File: src/rtl/alu_pkg.sv
// Shared opcode constants, FSM state encoding and ALU result bundle for alu_arbiter.
package alu_pkg;

  localparam logic [2:0] ALU_AND = 3'd0;
  localparam logic [2:0] ALU_OR  = 3'd1;
  localparam logic [2:0] ALU_XOR = 3'd2;
  localparam logic [2:0] ALU_NOR = 3'd3;
  localparam logic [2:0] ALU_ADD = 3'd4;
  localparam logic [2:0] ALU_SUB = 3'd5;
  localparam logic [2:0] ALU_SLT = 3'd6;
  localparam logic [2:0] ALU_SLL = 3'd7;

  typedef enum logic [1:0] {
    IDLE = 2'd0,
    EXEC = 2'd1,
    HOLD = 2'd2
  } state_t;

  typedef struct packed {
    logic [31:0] f;
    logic        zf;
    logic        of;
  } alu_res_t;

endpackage

File: src/rtl/alu_arbiter_alu.sv
// 32-bit combinational ALU: and/or/xor/nor/add/sub/slt(unsigned)/sll.
// Latency: none (pure combinational). Backpressure: not applicable.
// Flags: zf when f==0, of is signed overflow of add/sub only.
module alu_arbiter_alu
  import alu_pkg::*;
(
  input  logic [2:0]  op,
  input  logic [31:0] a,
  input  logic [31:0] b,
  output alu_res_t    res
);

  logic [31:0] sum;
  logic [31:0] diff;

  always_comb begin
    sum    = a + b;
    diff   = a - b;
    res    = '0;
    case (op)
      ALU_AND: res.f = a & b;
      ALU_OR:  res.f = a | b;
      ALU_XOR: res.f = a ^ b;
      ALU_NOR: res.f = ~(a | b);
      ALU_ADD: begin
        res.f  = sum;
        res.of = (a[31] == b[31]) && (sum[31] != a[31]);
      end
      ALU_SUB: begin
        res.f  = diff;
        res.of = (a[31] != b[31]) && (diff[31] != a[31]);
      end
      ALU_SLT: res.f = {31'd0, (a < b)};
      ALU_SLL: res.f = a << b[4:0];
      default: res.f = '0;
    endcase
    res.zf = (res.f == 32'd0);
  end

endmodule

File: src/rtl/alu_arbiter.sv
// Two-requester ALU front end; ALU_ARB_RR_EN selects round-robin, else requester 0 has fixed priority.
// Latency: accept in cycle N -> RSP_VALID from cycle N+2; one op per 3 cycles at best.
// Backpressure: result held stable in HOLD until RSP_READY; no new accept until then.
module alu_arbiter
  import alu_pkg::*;
#(
  parameter int OPCNT_W = 16
) (
  input  logic               clk,
  input  logic               rst,
  input  logic               REQ0_VALID,
  output logic               REQ0_READY,
  input  logic [2:0]         REQ0_OP,
  input  logic [31:0]        REQ0_A,
  input  logic [31:0]        REQ0_B,
  input  logic               REQ1_VALID,
  output logic               REQ1_READY,
  input  logic [2:0]         REQ1_OP,
  input  logic [31:0]        REQ1_A,
  input  logic [31:0]        REQ1_B,
  output logic               RSP_VALID,
  input  logic               RSP_READY,
  output logic               RSP_ID,
  output logic [31:0]        RSP_F,
  output logic               RSP_ZF,
  output logic               RSP_OF,
  output logic [OPCNT_W-1:0] OP_CNT
);

  state_t      state;
  state_t      state_nxt;
  logic        grant0;
  logic        grant1;
  logic        accept;
  logic        rsp_hs;
  logic [2:0]  op_q;
  logic [31:0] a_q;
  logic [31:0] b_q;
  logic        id_q;
  alu_res_t    alu_res;

`ifdef ALU_ARB_RR_EN
  // last holds the index of the most recently granted requester
  logic last;

  always_ff @(posedge clk) begin
    if (rst)
      last <= 1'b1;
    else if (accept)
      last <= REQ1_READY;
  end

  assign grant0 = REQ0_VALID & (~REQ1_VALID | last);
  assign grant1 = REQ1_VALID & (~REQ0_VALID | ~last);
`else
  assign grant0 = REQ0_VALID;
  assign grant1 = REQ1_VALID & ~REQ0_VALID;
`endif

  always_ff @(posedge clk) begin
    if (rst)
      state <= IDLE;
    else
      state <= state_nxt;
  end

  always_comb begin
    state_nxt  = state;
    REQ0_READY = 1'b0;
    REQ1_READY = 1'b0;
    case (state)
      IDLE: begin
        // readies are combinational, so keep them quiet while reset is asserted
        if (!rst) begin
          REQ0_READY = grant0;
          REQ1_READY = grant1;
          if (grant0 || grant1)
            state_nxt = EXEC;
        end
      end
      EXEC:    state_nxt = HOLD;
      HOLD:    if (RSP_READY) state_nxt = IDLE;
      default: state_nxt = IDLE;
    endcase
  end

  assign accept = REQ0_READY | REQ1_READY;
  assign rsp_hs = (state == HOLD) & RSP_VALID & RSP_READY;

  alu_arbiter_alu u_alu (
    .op  (op_q),
    .a   (a_q),
    .b   (b_q),
    .res (alu_res)
  );

  always_ff @(posedge clk) begin
    if (rst) begin
      op_q      <= '0;
      a_q       <= '0;
      b_q       <= '0;
      id_q      <= 1'b0;
      RSP_VALID <= 1'b0;
      RSP_ID    <= 1'b0;
      RSP_F     <= '0;
      RSP_ZF    <= 1'b0;
      RSP_OF    <= 1'b0;
      OP_CNT    <= '0;
    end else begin
      if (accept) begin
        op_q <= REQ1_READY ? REQ1_OP : REQ0_OP;
        a_q  <= REQ1_READY ? REQ1_A  : REQ0_A;
        b_q  <= REQ1_READY ? REQ1_B  : REQ0_B;
        id_q <= REQ1_READY;
      end
      if (state == EXEC) begin
        RSP_VALID <= 1'b1;
        RSP_ID    <= id_q;
        RSP_F     <= alu_res.f;
        RSP_ZF    <= alu_res.zf;
        RSP_OF    <= alu_res.of;
      end else if (rsp_hs) begin
        RSP_VALID <= 1'b0;
        OP_CNT    <= OP_CNT + OPCNT_W'(1);
      end
    end
  end

endmodule

File: config.mk
export PLATFORM = sky130hd
export DESIGN_NAME = alu_arbiter
export DESIGN_NICKNAME = d
export VERILOG_FILES = /design/src/rtl/alu_pkg.sv /design/src/rtl/alu_arbiter_alu.sv /design/src/rtl/alu_arbiter.sv
export SDC_FILE = /design/constraint.sdc
export NUM_CORES = 1
export LEC_CHECK = 0
export CAP_MARGIN = 20
export CORE_MARGIN = 1
export CORE_UTILIZATION = 30
export CTS_CLUSTER_DIAMETER = 100
export DETAILED_ROUTE_END_ITERATION = 12
export PLACE_DENSITY = 0.58
export SYNTH_ARGS = -nofsm -noshare
export SYNTH_HDL_FRONTEND = slang
export SYNTH_SLANG_ARGS = --single-unit
export TNS_END_PERCENT = 5
File: constraint.sdc
create_clock -name clk -period 4.7 [get_ports clk]
set_input_delay 0.94 -clock clk [delete_from_list [all_inputs] [get_ports clk]]
set_output_delay 0.94 -clock clk [all_outputs]
set_load 0.03 [all_outputs]
Yosys cells after proc, flatten, opt, wreduce, memory -nomap -nowiden
Index checks and enable logic that the tools add are counted.
{"block": "totals", "elab_cells": 64, "out_inout_bits": 54, "register_bits": 122, "in_bits": 139}
{"block": "op_classes", "n_eq_ne": 15, "bitwise": 10, "n_reduce_logical": 9, "shifts": 1, "muxes": 14, "magnitude_cmp": 1, "n_addsub": 3}
{"cell": "$pmux 32 s8", "count": 1}
{"cell": "$mux 32", "count": 2}
{"cell": "$add 32x32->32", "count": 1}
{"cell": "$and 32x32->32", "count": 1}
{"cell": "$logic_not 32->1", "count": 1}
{"cell": "$lt 32x32->1", "count": 1}
{"cell": "$not 32->32", "count": 1}
{"cell": "$or 32x32->32", "count": 1}
{"cell": "$shl 32x5->32", "count": 1}
{"cell": "$sub 32x32->32", "count": 1}
{"cell": "$xor 32x32->32", "count": 1}
{"cell": "$add 16x1->16 const B", "count": 1}
{"cell": "$eq 3x3->1 const B", "count": 4}
{"cell": "$eq 3x2->1 const B", "count": 2}
{"cell": "$mux 1", "count": 6}
{"cell": "$pmux 2 s3", "count": 1}
{"cell": "$mux 2", "count": 2}
{"cell": "$ne 2x2->1 const B", "count": 2}
{"cell": "$reduce_and 2->1", "count": 2}
{"cell": "$and 1x1->1", "count": 3}
{"cell": "$eq 3x1->1 const B", "count": 1}
{"cell": "$logic_not 3->1", "count": 1}
{"cell": "$mux 3", "count": 1}
{"cell": "$ne 1x1->1", "count": 3}
{"cell": "10 further kinds", "count": 12}

Logic depth before layout (Yosys ltp)
{"block": "logic_depth", "ltp_word": 5, "depth_mapped": 17, "depth_no_buf": 14}

By module
A second synthesis with hierarchy kept.
{"block": "hier_totals", "cells_unflattened": 1809, "hier_area_um2": 12728.5}
{"mod": "alu_arbiter_alu", "instances": 1, "seq_area_each_um2": 0.0, "area_per_inst_um2": 7792.5, "cells_each": 1178}
{"mod": "alu_arbiter", "instances": 1, "seq_area_each_um2": 2442.3, "area_per_inst_um2": 4936.0, "cells_each": 631}

Worst setup path before layout
OpenSTA, ideal clock, no wires.
{"block": "synth_path", "kind": "register to register", "start": "reg b_q[2]", "end": "reg RSP_ZF", "t_required_ps": 4616, "setup_time_ps": 84, "slack_ps": 666, "period_less_slack_ps": 4034, "arrival_ps": 3950, "path_stages_with_launch": 17, "n_path_buf": 4, "path_cell_list": "dfxtp_1 -> buf_2 -> buf_2 -> inv_1 -> buf_2 -> ha_1 -> buf_2 -> or4_4 -> a2111oi_1 -> nor2_1 -> a221o_1 -> a2bb2oi_1 -> nand4b_1 -> nor4_2 -> nand4_1 -> or4_1 -> o31ai_2"}
{"block": "synth_between", "elab_chain_cells": 4, "elab_cells_between_ends": 10, "classes_between": "add/sub: 2; order compare: 1; shift: 1; mux: 1; bitwise: 4; reduce/logical: 1"}
{"item": "start, declared", "line": "alu_arbiter.sv:38", "text": "logic [31:0] b_q;"}
{"item": "start signal, assigned", "line": "alu_arbiter.sv:113", "text": "b_q <= REQ1_READY ? REQ1_B : REQ0_B;"}
{"item": "branches (longest 2 deep; another with $sub 32x32->32)"}
{"item": "$pmux 32 s8 *", "line": "alu_arbiter_alu.sv:20", "text": "case (op)"}
{"item": "$logic_not 32->1 *", "line": "alu_arbiter_alu.sv:37", "text": "res.zf = (res.f == 32'd0);"}
{"item": "end signal, assigned", "line": "alu_arbiter.sv:120", "text": "RSP_ZF <= alu_res.zf;"}
{"item": "end, declared", "line": "alu_arbiter.sv:25", "text": "output logic RSP_ZF,"}
Every way passes the cells marked *.
A chain may end at the register's enable or synchronous reset.

Worst setup path in the final report
{"block": "layout_path", "start": "reg a_q[0]", "end": "reg RSP_ZF"}
{"block": "layout_between", "elab_chain_cells": 4, "elab_cells_between_ends": 10, "classes_between": "add/sub: 2; order compare: 1; shift: 1; mux: 1; bitwise: 4; reduce/logical: 1"}
{"item": "start, declared", "line": "alu_arbiter.sv:37", "text": "logic [31:0] a_q;"}
{"item": "start signal, assigned", "line": "alu_arbiter.sv:112", "text": "a_q <= REQ1_READY ? REQ1_A : REQ0_A;"}
{"item": "branches (longest 2 deep; another with $sub 32x32->32)"}
{"item": "$pmux 32 s8 *", "line": "alu_arbiter_alu.sv:20"}
{"item": "$logic_not 32->1 *", "line": "alu_arbiter_alu.sv:37"}
Marks and branches as above.

==> run summary <==
==========================================================================================
Status                                                                        complete, no violations
Unrepaired setup endpoints after global routing                                      false
Startpoint of the worst setup timing path                                           a_q[0]
Number of unique standard cell types used by synthesis                                  85
Final Hold Vio Count                                                                     0
Area fraction in and, or, nand and nor cells after synthesis                         21.6%
Maximum root-to-sink buffer count                                                        2
Total routed wirelength                                                       59200 microns
Synthesis-stage register bit count                                                     122
Share of synthesized flip-flops with an asynchronous set or reset                       0%
Final total power                                                                  5.58 mW
Post-CTS Hold Buffers                                                                    0
Headroom to the max-slew limit                                                       31.8%
Antenna violations before repair                                                         0
Routability Congestion                                                               0.996
Final worst path period share                                                        94.2%
Biggest fanout along the worst timing path                                               7
Startpoint class of the critical path                                             register
Number of fill cells in the layout                                                    4465
Crit. End Element                                                                 register
Mapped Avg Cell Area                                                            7.33 sq um
Primary flip-flop cell chosen by synthesis mapping                            sky130_fd_sc_hd__dfxtp_1
Critical path capture point                                                         RSP_ZF
Clock buffers created by TritonCTS                                                      17
Minimum setup slack among reg-to-reg paths                                         0.27 ns
Fraction of final layout cells with drive strength greater than 1                    10.3%
Total via count in the routed design                                                 14.4k
Number of antenna cells inserted                                                         0
Vias per cell                                                                         5.83
Post-DR wirelength/cell                                                       23.9 microns
Max rail drop VDD                                                               0.000185 V
Synth Area in Compound Gates                                                         28.6%
Die width                                                                      208 microns
Post-CTS setup buffer count                                                              0
Mapped Nets                                                                           1978
Starting density of the core                                                         30.3%
Number of enable flip-flop cells after synthesis                                         0
CTS tree                                                                               yes
Total routing resource utilization after global routing                              27.0%
Post-detailed-route DRC marker count                                                     0
Main combinational cell family by area after synthesis                        compound AO/OA/AOI/OAI gates
Wire length of the first global-routing pass                                  88600 microns
Crit path kind                                                                  reg -> reg
Critical path arrival                                                              4.79 ns
Ports placed on the boundary                                                           193
Power Density                                                                  344 nW/um^2
Number of instances in the synthesized netlist                                        1733
Synth Warn #                                                                             0
DR pass1 iterations                                                                      6
Xor-xnor portion of the synthesized cell area                                        3.79%
Smallest setup slack after layout                                                 0.271 ns
Leakage                                                                            6.21 nW
Area of the core region                                                        41900 sq um
Hold path cells                                                                          2
Residual antenna-violating net count after detailed routing                              0
Sequential cell area fraction in the yosys report                                    19.2%
Post-synthesis mux area share                                                        9.23%
Logic depth of the worst register-to-register path                                      15
Final min period                                                                   4.43 ns
Clock-pin slew of the registers on the worst-case setup and hold paths             0.06 ns
Endpoint of the lowest-slack register-to-register path                              RSP_ZF
Congestion Overflow GR                                                                   0
Worst min-delay path category                                                   reg -> reg
WP data required                                                                   5.06 ns
Beginning of the worst register-to-register path                                    a_q[0]
Estimated wirelength of the detail-placed design                              47000 microns
Largest net degree at the start of global routing                                      101
Final Max Tran Viols                                                                     0
Violation count after the first detailed-route iteration                              1434
Final Setup Violations                                                                   0
Vertical extent of the die                                                     208 microns
Share of synthesized cell area in full adder, half adder and majority cells          10.6%
Number of global-route vias before repair                                            13.9k
Maximum operating frequency                                                        226 MHz
Total number of placement rows                                                          75
Largest clock skew in the final design                                           0.0103 ns
Total of max-cap violations                                                              0
TritonCTS sink count                                                                   122
Area of the die                                                                43200 sq um
Port Buffers                                                                           192
Count of cells resized by post-cts repair                                                0
Total negative slack                                                                  0 ns
Cell area after technology mapping                                             12700 sq um
Buffer cell driving the clock tree root                                       sky130_fd_sc_hd__clkbuf_16
Worst-margin pin slew                                                              1.02 ns
Number of levels the H-tree was split into                                               4
Area delta synth->final                                                              27.8%
Net total in the final layout                                                         2166
Clock latency of the later-clocked register in the worst-skew pair                 0.44 ns
Dpl ws                                                                            0.341 ns
==========================================================================================
## where the power goes
group / switching (mW) / total [mW] / internal, mW / leakage, nW
sequential: 0.116 / 1.26 / 1.14 / 1.00
clock: 0.504 / 1.38 / 0.875 / 0.296
combinational: 1.82 / 2.95 / 1.13 / 4.92
## final cells by class
class | count | area (sq um) | area share (%)
clock inverter | 10 | 141 | 0.871
inverter | 96 | 360 | 2.22
clock buffer | 22 | 474 | 2.92
timing repair buffer | 301 | 2750 | 16.9
multi-input combinational | 1383 | 9390 | 57.8
tap | 539 | 674 | 4.16
sequential | 122 | 2440 | 15.1
## cells in the final DEF (no fill, tap or decap), drive strengths merged, types with 25 or more instances in the layout
cell type / n
buf: 111
o21ai: 66
nand2: 219
nor2: 225
ha: 104
inv: 93
xnor2: 37
a311oi: 55
nand3: 29
a21oi: 119
o22ai: 25
clkdlybuf4s50: 190
dfxtp: 122
nor3: 30
mux2i: 62
a211oi: 45
## metal layers
metal	up-vias	share of wire, %	wire (microns)	global-route usage (%)
li1	6689	-	-	-
met1	6882	47	27600	38.2
met2	742	42	25000	40.7
met3	99	7.6	4510	4.46
met4	0	3.5	2050	10.5
met5	-	0	0	0
## cells in the mapped netlist, drive strengths merged, types with 21 or more instances
cell | n | area share [%]
nor3 | 30 | 1.2
inv | 93 | 2.7
nor2 | 225 | 6.6
o22ai | 25 | 1.2
o211ai | 21 | 1.2
clkbuf | 102 | 3.0
ha | 104 | 10
buf | 30 | 1.2
mux2i | 62 | 4.9
a21oi | 119 | 4.7
a311oi | 55 | 3.8
nand3 | 29 | 1.1
nand2 | 219 | 6.5
xnor2 | 37 | 2.6
dfxtp | 122 | 19
a211oi | 45 | 2.7
o21ai | 66 | 2.6
## through the flow
stage	instances	util, %	hold WS (ns)	instance area, sq um
2_1_floorplan	1733	-	0.432	12700
5_1_grt	2473	38.8	0.481	16200
6_report	2473	38.8	0.459	16200
4_1_cts	2473	38.8	0.462	16200
3_5_place_dp	2441	37.3	0.455	15600
3_3_place_gp	2441	37.3	0.448	15600
## registers in the layout, summed over array words and instances, names as in the netlist
signal	cells
OP_CNT	16
RSP_F	32
RSP_ID	1
RSP_OF	1
RSP_VALID	1
RSP_ZF	1
a_q	32
b_q	32
id_q	1
op_q	3
state	2
## logic make-up after synthesis
logic type	after synthesis
buffers and inverters	228
adders and majority gates	106
and+or+nand+nor	618
xor gates and xnor gates	55
AOI/OAI and AO/OA	513
muxes	91
DFF	122
## worst min-delay path by stage
| stage | from | endpoint |
|---|---|---|
| after floorplan | id_q | RSP_ID |
| after global placement | RSP_F[9] | RSP_F[9] |
| after detailed placement | RSP_ID | RSP_ID |
| after CTS | RSP_ID | RSP_ID |
| after global routing | RSP_ID | RSP_ID |
| final | RSP_OF | RSP_OF |
## worst max-delay path: stages, from the launching register on
cell and delay (ns):
sky130_fd_sc_hd__dfxtp_1 0.45, sky130_fd_sc_hd__inv_1 0.12, sky130_fd_sc_hd__ha_1 0.22, sky130_fd_sc_hd__fa_1 0.44, sky130_fd_sc_hd__nor2_1 0.17, sky130_fd_sc_hd__o311ai_1 0.15
sky130_fd_sc_hd__a2111oi_0 0.71, sky130_fd_sc_hd__o21ai_1 0.25, sky130_fd_sc_hd__and3b_1 0.22, sky130_fd_sc_hd__o21ai_0 0.21, sky130_fd_sc_hd__xnor2_1 0.10, sky130_fd_sc_hd__a211oi_1 0.41
sky130_fd_sc_hd__buf_4 0.19, sky130_fd_sc_hd__nand4_1 0.06, sky130_fd_sc_hd__or4_1 0.42, sky130_fd_sc_hd__o31ai_2 0.21
No activity file was read; power rests on OpenSTA's default activity.
